===== src/rtl/ring_pkg.sv =====
// ring_pkg: shared types and helpers for the ring phase monitor.
//   ring_state_t : monitor FSM states (SYNC, TRACK, FAULT)
//   rotl1        : rotate a w-bit value (held in the low bits of a 64-bit word) left by one
//   is_onehot    : true when exactly one bit of the argument is set
// Helpers work on a 64-bit container so one definition serves any ring width up to 64.
package ring_pkg;

  localparam int unsigned RING_MAX_W = 64;

  typedef enum logic [1:0] {
    SYNC  = 2'd0,
    TRACK = 2'd1,
    FAULT = 2'd2
  } ring_state_t;

  // Bits at and above position w must be zero on entry; they stay zero on exit.
  function automatic logic [RING_MAX_W-1:0] rotl1(input logic [RING_MAX_W-1:0] v,
                                                  input int unsigned w);
    logic [RING_MAX_W-1:0] mask;
    mask = (w >= RING_MAX_W) ? '1 : ((64'd1 << w) - 64'd1);
    return ((v << 1) | (v >> (w - 1))) & mask;
  endfunction

  function automatic logic is_onehot(input logic [RING_MAX_W-1:0] v);
    return (v != '0) && ((v & (v - 64'd1)) == '0);
  endfunction

endpackage


===== src/rtl/onehot_encoder.sv =====
// onehot_encoder: combinational one-hot to binary index encoder.
//   onehot : WIDTH-bit input vector
//   idx    : index of the set bit (OR of indices of all set bits if not one-hot)
//   valid  : 1 when exactly one bit of onehot is set
module onehot_encoder #(
  parameter int WIDTH = 8,
  parameter int IDX_W = $clog2(WIDTH)
) (
  input  logic [WIDTH-1:0] onehot,
  output logic [IDX_W-1:0] idx,
  output logic             valid
);
  import ring_pkg::*;

  logic [RING_MAX_W-1:0] onehot_ext;

  always_comb begin
    idx = '0;
    for (int i = 0; i < WIDTH; i++) begin
      if (onehot[i]) idx = idx | IDX_W'(i);
    end
  end

  always_comb begin
    onehot_ext = '0;
    onehot_ext[WIDTH-1:0] = onehot;
  end

  assign valid = is_onehot(onehot_ext);

endmodule


===== src/rtl/ring_phase_monitor.sv =====
// ring_phase_monitor: checks and decodes the one-hot output of a ring counter.
// Ports:
//   clk, rst_n   : clock, synchronous active-low reset
//   ring_q       : ring counter output; ring_en : enable fed to the ring counter
//   resync       : drop lock and reacquire; clr_err : clear sticky error / leave FAULT
//   phase_idx    : binary index of the active ring bit (valid while phase_valid)
//   phase_valid  : high while tracking a legal sequence
//   rev_tick     : one-cycle pulse per 7->0 wrap; rev_count : completed revolutions
//   err_onehot   : pulse, ring_q not one-hot in TRACK
//   err_seq      : pulse, ring_q one-hot but not the expected next value in TRACK
//   err_sticky   : latched OR of both error pulses
//   state_dbg    : current FSM state (ring_state_t encoding) for observation
// Build option: define RING_PHASE_MON_REV_CNT_EN to build the revolution counter;
// when undefined rev_tick and rev_count are constant 0.
module ring_phase_monitor #(
  parameter int WIDTH = 8,
  parameter int IDX_W = $clog2(WIDTH),
  parameter int REV_W = 16
) (
  input  logic             clk,
  input  logic             rst_n,
  input  logic [WIDTH-1:0] ring_q,
  input  logic             ring_en,
  input  logic             resync,
  input  logic             clr_err,
  output logic [IDX_W-1:0] phase_idx,
  output logic             phase_valid,
  output logic             rev_tick,
  output logic [REV_W-1:0] rev_count,
  output logic             err_onehot,
  output logic             err_seq,
  output logic             err_sticky,
  output logic [1:0]       state_dbg
);
  import ring_pkg::*;

  ring_state_t           state;
  logic [WIDTH-1:0]      prev_q;
  logic                  en_d;
  logic [RING_MAX_W-1:0] prev_ext;
  logic [WIDTH-1:0]      exp_q;
  logic [IDX_W-1:0]      cur_idx;
  logic                  cur_onehot;
  logic                  seq_ok;
  logic                  err_set;

  onehot_encoder #(.WIDTH(WIDTH), .IDX_W(IDX_W)) u_enc (
    .onehot (ring_q),
    .idx    (cur_idx),
    .valid  (cur_onehot)
  );

  // Expected ring value at this edge: rotated if the counter was enabled last cycle.
  always_comb begin
    prev_ext = '0;
    prev_ext[WIDTH-1:0] = prev_q;
    exp_q = en_d ? WIDTH'(rotl1(prev_ext, WIDTH)) : prev_q;
  end

  assign seq_ok    = cur_onehot && (ring_q == exp_q);
  // resync overrides the TRACK check, so a counter reset bracketed by resync is not an error.
  assign err_set   = (state == TRACK) && !resync && !seq_ok;
  assign state_dbg = state;

  always_ff @(posedge clk) begin
    if (!rst_n) begin
      state       <= SYNC;
      prev_q      <= '0;
      en_d        <= 1'b0;
      phase_idx   <= '0;
      phase_valid <= 1'b0;
      err_onehot  <= 1'b0;
      err_seq     <= 1'b0;
      err_sticky  <= 1'b0;
    end else begin
      prev_q     <= ring_q;
      en_d       <= ring_en;
      err_onehot <= 1'b0;
      err_seq    <= 1'b0;

      if (resync) begin
        state       <= SYNC;
        phase_valid <= 1'b0;
      end else begin
        case (state)
          SYNC: begin
            // Lock edge: no comparison, phase_valid rises on the next legal edge.
            phase_valid <= 1'b0;
            if (cur_onehot) state <= TRACK;
          end
          TRACK: begin
            if (!cur_onehot) begin
              err_onehot  <= 1'b1;
              phase_valid <= 1'b0;
              state       <= FAULT;
            end else if (ring_q != exp_q) begin
              err_seq     <= 1'b1;
              phase_valid <= 1'b0;
              state       <= FAULT;
            end else begin
              phase_valid <= 1'b1;
              phase_idx   <= cur_idx;
            end
          end
          FAULT: begin
            phase_valid <= 1'b0;
            if (clr_err) state <= SYNC;
          end
          default: begin
            phase_valid <= 1'b0;
            state       <= SYNC;
          end
        endcase
      end

      // A new error wins over a simultaneous clear.
      if (err_set) err_sticky <= 1'b1;
      else if (clr_err) err_sticky <= 1'b0;
    end
  end

`ifdef RING_PHASE_MON_REV_CNT_EN
  logic wrap;

  // Count only legal wraps seen while tracking.
  assign wrap = (state == TRACK) && !resync && seq_ok && en_d && prev_q[WIDTH-1];

  always_ff @(posedge clk) begin
    if (!rst_n) begin
      rev_tick  <= 1'b0;
      rev_count <= '0;
    end else begin
      rev_tick <= wrap;
      if (wrap) rev_count <= rev_count + REV_W'(1);
    end
  end
`else
  assign rev_tick  = 1'b0;
  assign rev_count = '0;
`endif

endmodule


===== config.mk =====
export PLATFORM = sky130hd
export DESIGN_NAME = ring_phase_monitor
export DESIGN_NICKNAME = d
export VERILOG_FILES = /design/src/rtl/ring_pkg.sv /design/src/rtl/onehot_encoder.sv /design/src/rtl/ring_phase_monitor.sv
export SDC_FILE = /design/constraint.sdc
export NUM_CORES = 1
export LEC_CHECK = 0
export CAP_MARGIN = 10
export CORE_MARGIN = 3
export CORE_UTILIZATION = 43
export CTS_CLUSTER_SIZE = 12
export DETAILED_ROUTE_END_ITERATION = 8
export PLACE_DENSITY = 0.82
export SYNTH_ARGS = -nofsm -noshare
export SYNTH_HDL_FRONTEND = slang
export SYNTH_HIERARCHICAL = 1
export SYNTH_SLANG_ARGS = --single-unit

===== constraint.sdc =====
create_clock -name clk -period 2.13 [get_ports clk]
set_input_delay 0.426 -clock clk [delete_from_list [all_inputs] [get_ports clk]]
set_output_delay 0.426 -clock clk [all_outputs]
set_load 0.01 [all_outputs]

==> impl_metrics.py, run 1 <==
metrics = {
    "clock_tree": {
        "insertion_delay_ns": 0.28,
        "htree_levels": 1,
        "cts_buffers": 3,
        "cts_setup_buffers": 0,
        "cts_root_buf": "clkbuf_4",
        "cts.sinks": 18,
        "clock_path_buffers": 2,
        "cts_hold_buf": 0,
        "clk_pin_slew_worst_paths_ns": 0.09,
        "cts_tree": "done",
    },
    "detailed_routing": {
        "drtIter0Drc": 11,
        "post-route-drc-count": 0,
        "ant_nets": 0,
        "num_vias": 799,
        "drt-pass1-iter-count": 4,
        "drt_wl_total_mm": 2.09,
        "routedWlPerCell_um": 12.6,
        "viasPerCell": 4.84,
    },
    "global_route": {
        "antenna_found_initial": 0,
        "track_usage_pct": 15.5,
        "grt_max_degree": 18,
        "use_met3_pct": 1.63,
        "grt_use_met2_pct": 28.1,
        "first_global_vias": 741,
        "grt-ovfl-total": 0,
        "grt_pass1_wl_mm": 3.27,
        "met1_usage_pct": 17.1,
        "busiest_layer": "met2",
    },
    "flow_run": {
        "drv_cap": 0,
    },
    "power_and_ir_drop": {
        "total_leakage_power_nw": 0.536,
        "ir_drop_v": 0.000283,
        "powerDensity_nw_per_um2": 497,
    },
    "sta": {
        "finalHoldViolations": 0,
        "tns_ns": 0,
        "period_share_pct": 96.3,
        "maxSlewViolCount": 0,
        "setup_viol": 0,
        "period_needed_ns": 2.05,
        "max_freq_mhz": 487,
        "fin_skew_ns": 0.00114,
    },
    "place": {
        "portBuffers": 21,
        "gp_congestion": 0.817,
        "dp_hpwl_mm": 1.63,
    },
    "layout": {
        "drive_above_1_share_pct": 16.7,
        "num-nets-final": 153,
        "fill_cells": 180,
        "syn2layout_area_growth_pct": 28.2,
        "post-route-util_pct": 62.0,
        "seqCellArea_sq_um": 362,
        "multiInputGateArea_sq_um": 591,
        "antennaDiodeCount": 0,
    },
    "logic_synthesis": {
        "synthCells": 107,
        "ys_seq_area_share_pct": 35.4,
        "muxShareOfSynthArea_pct": 8.86,
        "synth-simple-area-share_pct": 24.0,
        "ys_ff_latch": 18,
        "syn_avg_cell_area_sq_um": 9.51,
        "synth_top_family_by_area": "simple AND/OR/NAND/NOR gates",
        "synth_compound_area_share_pct": 8.36,
        "synth_cell_types": 29,
        "synth_area_sq_um": 1020,
        "yosysWarnings": 6,
        "synthAdderAreaFrac_pct": 0,
        "synth_xor_area_share_pct": 8.61,
    },
    "critical_path": {
        "slowest_stage": "clkdlybuf4s50_1",
        "crit_arrival_ns": 2.23,
        "cp-end-kind": "register",
        "crit_type": "primary input to register",
        "worstPathRequired_ns": 2.31,
        "start_kind": "primary input",
        "cp_cell_sequence": "clkdlybuf4s50_1 > or3_4 > nor4_4 > nand3b_1 > a31oi_4 > nand4_2 > mux2i_1",
        "cpPeakStageDelay_ns": 0.42,
        "cp_max_fo": 3,
    },
    "die": {
        "io_pins": 39,
        "rows": 16,
        "dieArea_sq_um": 2980,
        "core_sq_um": 2100,
        "initial_core_util_pct": 48.4,
        "die_w_um": 54.6,
        "die_y_um": 54.6,
    },
    "worst_hold_path": {
        "min_path_type": "register to register",
    },
    "run_status": {
        "status": "finished, final reports clean",
    },
}
[metal layers]
layer,share of wire (%),vias to the layer above
met3,4.4,4
met2,52,25
met4,1.8,0
met1,42,374
met5,0,-
li1,-,396
[kinds of logic after synthesis]
logic type	after synthesis
buffers and inverters	20
AO/OA/AOI/OAI	11
AND/OR/NAND/NOR	38
flip-flops	18
XOR/XNOR	10
other	1
multiplexers	9
[what timing repair did]
item / 4_1_cts / 5_1_grt
hold endpoints to repair: 0 / 0
endpoints found under the setup margin: 0 / 6
gates resized for setup: 0 / 5
[where the power goes]
| group | internal (mW) | leakage (nW) | total, mW | switching, mW |
|---|---|---|---|---|
| combinational | 0.0663 | 0.374 | 0.133 | 0.0664 |
| clock | 0.0656 | 0.0138 | 0.161 | 0.0958 |
| sequential | 0.346 | 0.148 | 0.354 | 0.00847 |
[cell usage after synthesis, drive strengths merged]
library cell	instances	area share, %
and3	2	1.2
o2bb2ai	1	0.86
a21oi	3	1.5
nand3b	3	2.2
clkbuf	2	0.74
a22o	1	0.86
nand2	9	3.3
xnor2	10	8.6
nor4	2	3.3
nor2	4	1.5
or4	3	2.3
buf	18	14
a31oi	1	0.62
mux2i	9	8.9
nand4	1	1.2
nor2b	1	0.62
dfxtp	18	35
o21ai	1	0.49
a2111o	1	1.1
o21a	1	0.74
conb	1	0.37
a211oi	1	0.74
and2	10	6.2
or3	1	1.1
nand3	2	0.98
a2111oi	1	1.5
[layout make-up]
| class | instances | share of cell area, % |
|---|---|---|
| well taps | 27 | 2.59 |
| multi-input cells | 85 | 45.3 |
| clock buffers | 3 | 1.73 |
| flip-flops and latches | 18 | 27.7 |
| repair buffers | 32 | 22.6 |
[metrics by stage]
stage	hold slack [ns]	std cells	power, mW	setup slack (ns)	instance area, sq um
after floorplan	0.482	123	0.455	0.223	1080
after global placement	0.451	162	0.487	-0.223	1260
after detailed placement	0.455	162	0.491	-0.309	1260
after CTS	0.468	165	0.648	0.00661	1280
after global routing	0.494	165	0.682	-0.0274	1300
final	0.466	165	0.649	0.0780	1300
[registers in the layout (all words and copies together), names as in the netlist]
signal,flops
prev_q,8
err_onehot,1
state_dbg,2
err_seq,1
phase_valid,1
phase_idx,3
en_d,1
err_sticky,1
[layout by cell type, fill, tap and decap left out, drive strengths merged]
cell type / netlist / final
a2111oi: 1 / 1
nand3: 2 / 2
nand3b: 3 / 3
o21ai: 1 / 1
a22o: 1 / 1
nor2: 4 / 4
nor2b: 1 / 1
clkdlybuf4s50: 0 / 20
buf: 18 / 11
or3: 1 / 1
o2bb2ai: 1 / 1
dfxtp: 18 / 18
and2: 10 / 10
a21oi: 3 / 3
and3: 2 / 2
conb: 1 / 17
clkbuf: 2 / 3
mux2i: 9 / 9
o21a: 1 / 1
or4: 3 / 3
nand2: 9 / 9
a31oi: 1 / 1
a211oi: 1 / 1
dlymetal6s2s: 0 / 1
xnor2: 10 / 10
nor4: 2 / 2
nand4: 1 / 1
a2111o: 1 / 1
[critical path: cells and delay by family]
kind	cells	cell delay, ns
and+or+nand+nor	4	0.97
buffers and inverters	1	0.42
AOI/OAI and AO/OA	1	0.25
muxes	1	0.17
[path summary, 6_finish.rpt]
path / from / slack [ns] / depth (start not counted) / to
max reg2reg: en_d / 0.22 / 6 / phase_idx[2]
min: phase_idx[1] / 0.47 / 2 / phase_idx[1]
min reg2reg: phase_idx[1] / 0.47 / 2 / phase_idx[1]
max: ring_q[2] / 0.08 / 7 / phase_idx[2]
Note: power is estimated with default switching activity, not from simulation.
==> inputs of run 2 (changes only) <==
SLEW_MARGIN = 20   (was not set)
==> results of run 2 <==
Same layout as run 1: the final DEF is identical, and so are final timing and power.
==> patch: new RTL, config.mk and constraints of run 2 <==
Register the output `err_sticky` once more; this adds one clock of latency there. The other outputs are not delayed to match.
--- a/src/rtl/ring_phase_monitor.sv
+++ b/src/rtl/ring_phase_monitor.sv
@@ -33,6 +33,8 @@
   output logic [1:0]       state_dbg
 );
   import ring_pkg::*;
+
+  logic err_sticky_s0;
 
   ring_state_t           state;
   logic [WIDTH-1:0]      prev_q;
@@ -71,7 +73,7 @@
       phase_valid <= 1'b0;
       err_onehot  <= 1'b0;
       err_seq     <= 1'b0;
-      err_sticky  <= 1'b0;
+      err_sticky_s0 <= 1'b0;
     end else begin
       prev_q     <= ring_q;
       en_d       <= ring_en;
@@ -114,8 +116,8 @@
       end
 
       // A new error wins over a simultaneous clear.
-      if (err_set) err_sticky <= 1'b1;
-      else if (clr_err) err_sticky <= 1'b0;
+      if (err_set) err_sticky_s0 <= 1'b1;
+      else if (clr_err) err_sticky_s0 <= 1'b0;
     end
   end
 
@@ -139,5 +141,9 @@
   assign rev_count = '0;
 `endif
 
+  always_ff @(posedge clk) begin
+    err_sticky <= err_sticky_s0;
+  end
+
 endmodule
 
Function: changed (a bounded check fails within 4 cycles, from zero or initial values and one cycle with rst_n low).
==> patch against run 2 <==
Sequential cell count increased by 1. Setup slack is essentially flat. First-iteration DRC count down 36%. Synthesized cell count increased by 0.93%. Total power up 5.0%. Register-to-register slack better by 0.11 ns. Routed wire length fell by 6.7%. Area after synthesis grew 2.0%. Largest cell class unchanged. Design area increased by 1.5%.
==> patch: results (changes against run 2) <==
Finish
  • Ratio of cells with drive above 1 in the final layout: 15.7% (-0.95 points)
  • Fillers: 190 (+5.6%)
  • Layout Cells excl Fill: 168 (+1.8%)
  • Diodes inserted: 0 (unchanged)
  • Nets: 154 (+0.65%)

CTS
  • Number of hold-repair buffers added at the cts stage: 0 (unchanged)
  • Clock buffer count from CTS: 3 (unchanged)
  • Post_cts resized: 1 (+1)
  • CTS root buf: clkbuf_4
  • H-tree Lvls: 1 (unchanged)

Detailed routing
  • DR vias: 809 (+1.3%)
  • Total Wirelength: 1.95 mm (-6.7%)
  • DR pass1 iterations: 4 (unchanged)
  • Initial DRC Count: 7 (-4)

GRT
  • Largest net degree at the start of global routing: 12 (-6)
  • Number of global-route vias before repair: 740 (-0.13%)
  • First-pass GRT wire length: 3.26 mm (-0.21%)
  • Initial antenna violation count: 0 (unchanged)
  • GRT Resource Usage Total: 14.9% (-0.56 points)

Placement
  • Placed Area: 1280 sq um (+1.7%)
  • Placed Cells: 164 (+1.2%)
  • Final HPWL DP: 1.57 mm (-3.7%)
  • Pre-CTS setup slack: -0.323 ns (-0.0141 ns)
  • RePlAce Congestion: 0.816 (-0.23%)

Outcome
  • Result of the run: complete, no violations

Setup path
  • Crit Path Max Fanout: 3 (unchanged)
  • Reg2reg path depth: 6 (unchanged)
  • CP max stage delay: 0.42 ns (about the same)
  • RR Startpoint: en_d
  • Worst Path Arrival: 2.24 ns
  • CP Capture Type: register
  • Slowest cell on crit path: clkdlybuf4s50_1
  • FF-to-FF End: err_sticky_s0
  • Reg2reg setup slack: 0.33 ns (+0.11 ns)

Power
  • Sw Pwr: 0.177 mW (+4.0%)
  • Worst VDD drop: 0.000261 V (-7.9%)
  • Lkg Pwr: 0.545 nW (+1.7%)

Logic synthesis
  • Synth Area in XOR/XNOR: 8.44% (-0.17 points)
  • Post-synthesis mux area share: 8.69% (-0.17 points)
  • Asr flop ratio synth: 0% (unchanged)
  • Synth Area in Compound Gates: 8.20% (-0.16 points)
  • Largest cells by area after synthesis: dfxtp_1, buf_4, mux2i_1, xnor2_1, and2_1
  • Synth Area in Adders: 0% (unchanged)
  • Syn_area_per_cell: 9.60 sq um (+1.0%)
  • Most common library cells after synthesis: dfxtp_1, buf_4, and2_1, xnor2_1
  • Sequential area share after synthesis: 36.7% (+1.2 points)

Hold path
  • Worst Hold Depth: 0 (-2)
  • Hold EP: err_sticky
  • Worst hold start: err_sticky_s0
  • Hold crit path type: reg2reg

Timing
  • Worst-case clock skew: 0.00437 ns (+0.00322 ns)
  • Hold WS: 0.368 ns (-0.0978 ns)
  • Fmax: 487 MHz (about the same)
  • Max-slew violation count: 0 (unchanged)
==> patch: final cells by class <==
cell class                 instances  area (sq um)  area share (%)
multi-input combinational         85           586            44.2
sequential                        19           382            28.8
timing repair buffer              32           295            22.3
tap                               28          35.0            2.65
clock buffer                       4          26.3            1.98
==> patch: power groups by stage <==
stage / clock, mW / sequential (mW) / combinational [mW]
final: 0.178 / 0.373 / 0.130
after global routing: 0.193 / 0.375 / 0.144
after CTS: 0.178 / 0.373 / 0.129
after detailed placement: 0 / 0.381 / 0.128
after global placement: 0 / 0.381 / 0.126
after floorplan: 0 / 0.377 / 0.0973
==> patch: layer usage <==
metal	vias up	GRT usage (%)	share of wire [%]
li1	406	-	-
met1	369	18.0	44
met2	30	25.8	47
met3	4	1.88	7.1
met4	0	7.29	1.8
met5	-	0	0
==> patch: worst max-delay path, delay by kind of cell <==
kind | cells | cell delay [ns]
simple gates | 4 | 0.92
compound gates | 2 | 0.47
buf+inv | 1 | 0.42
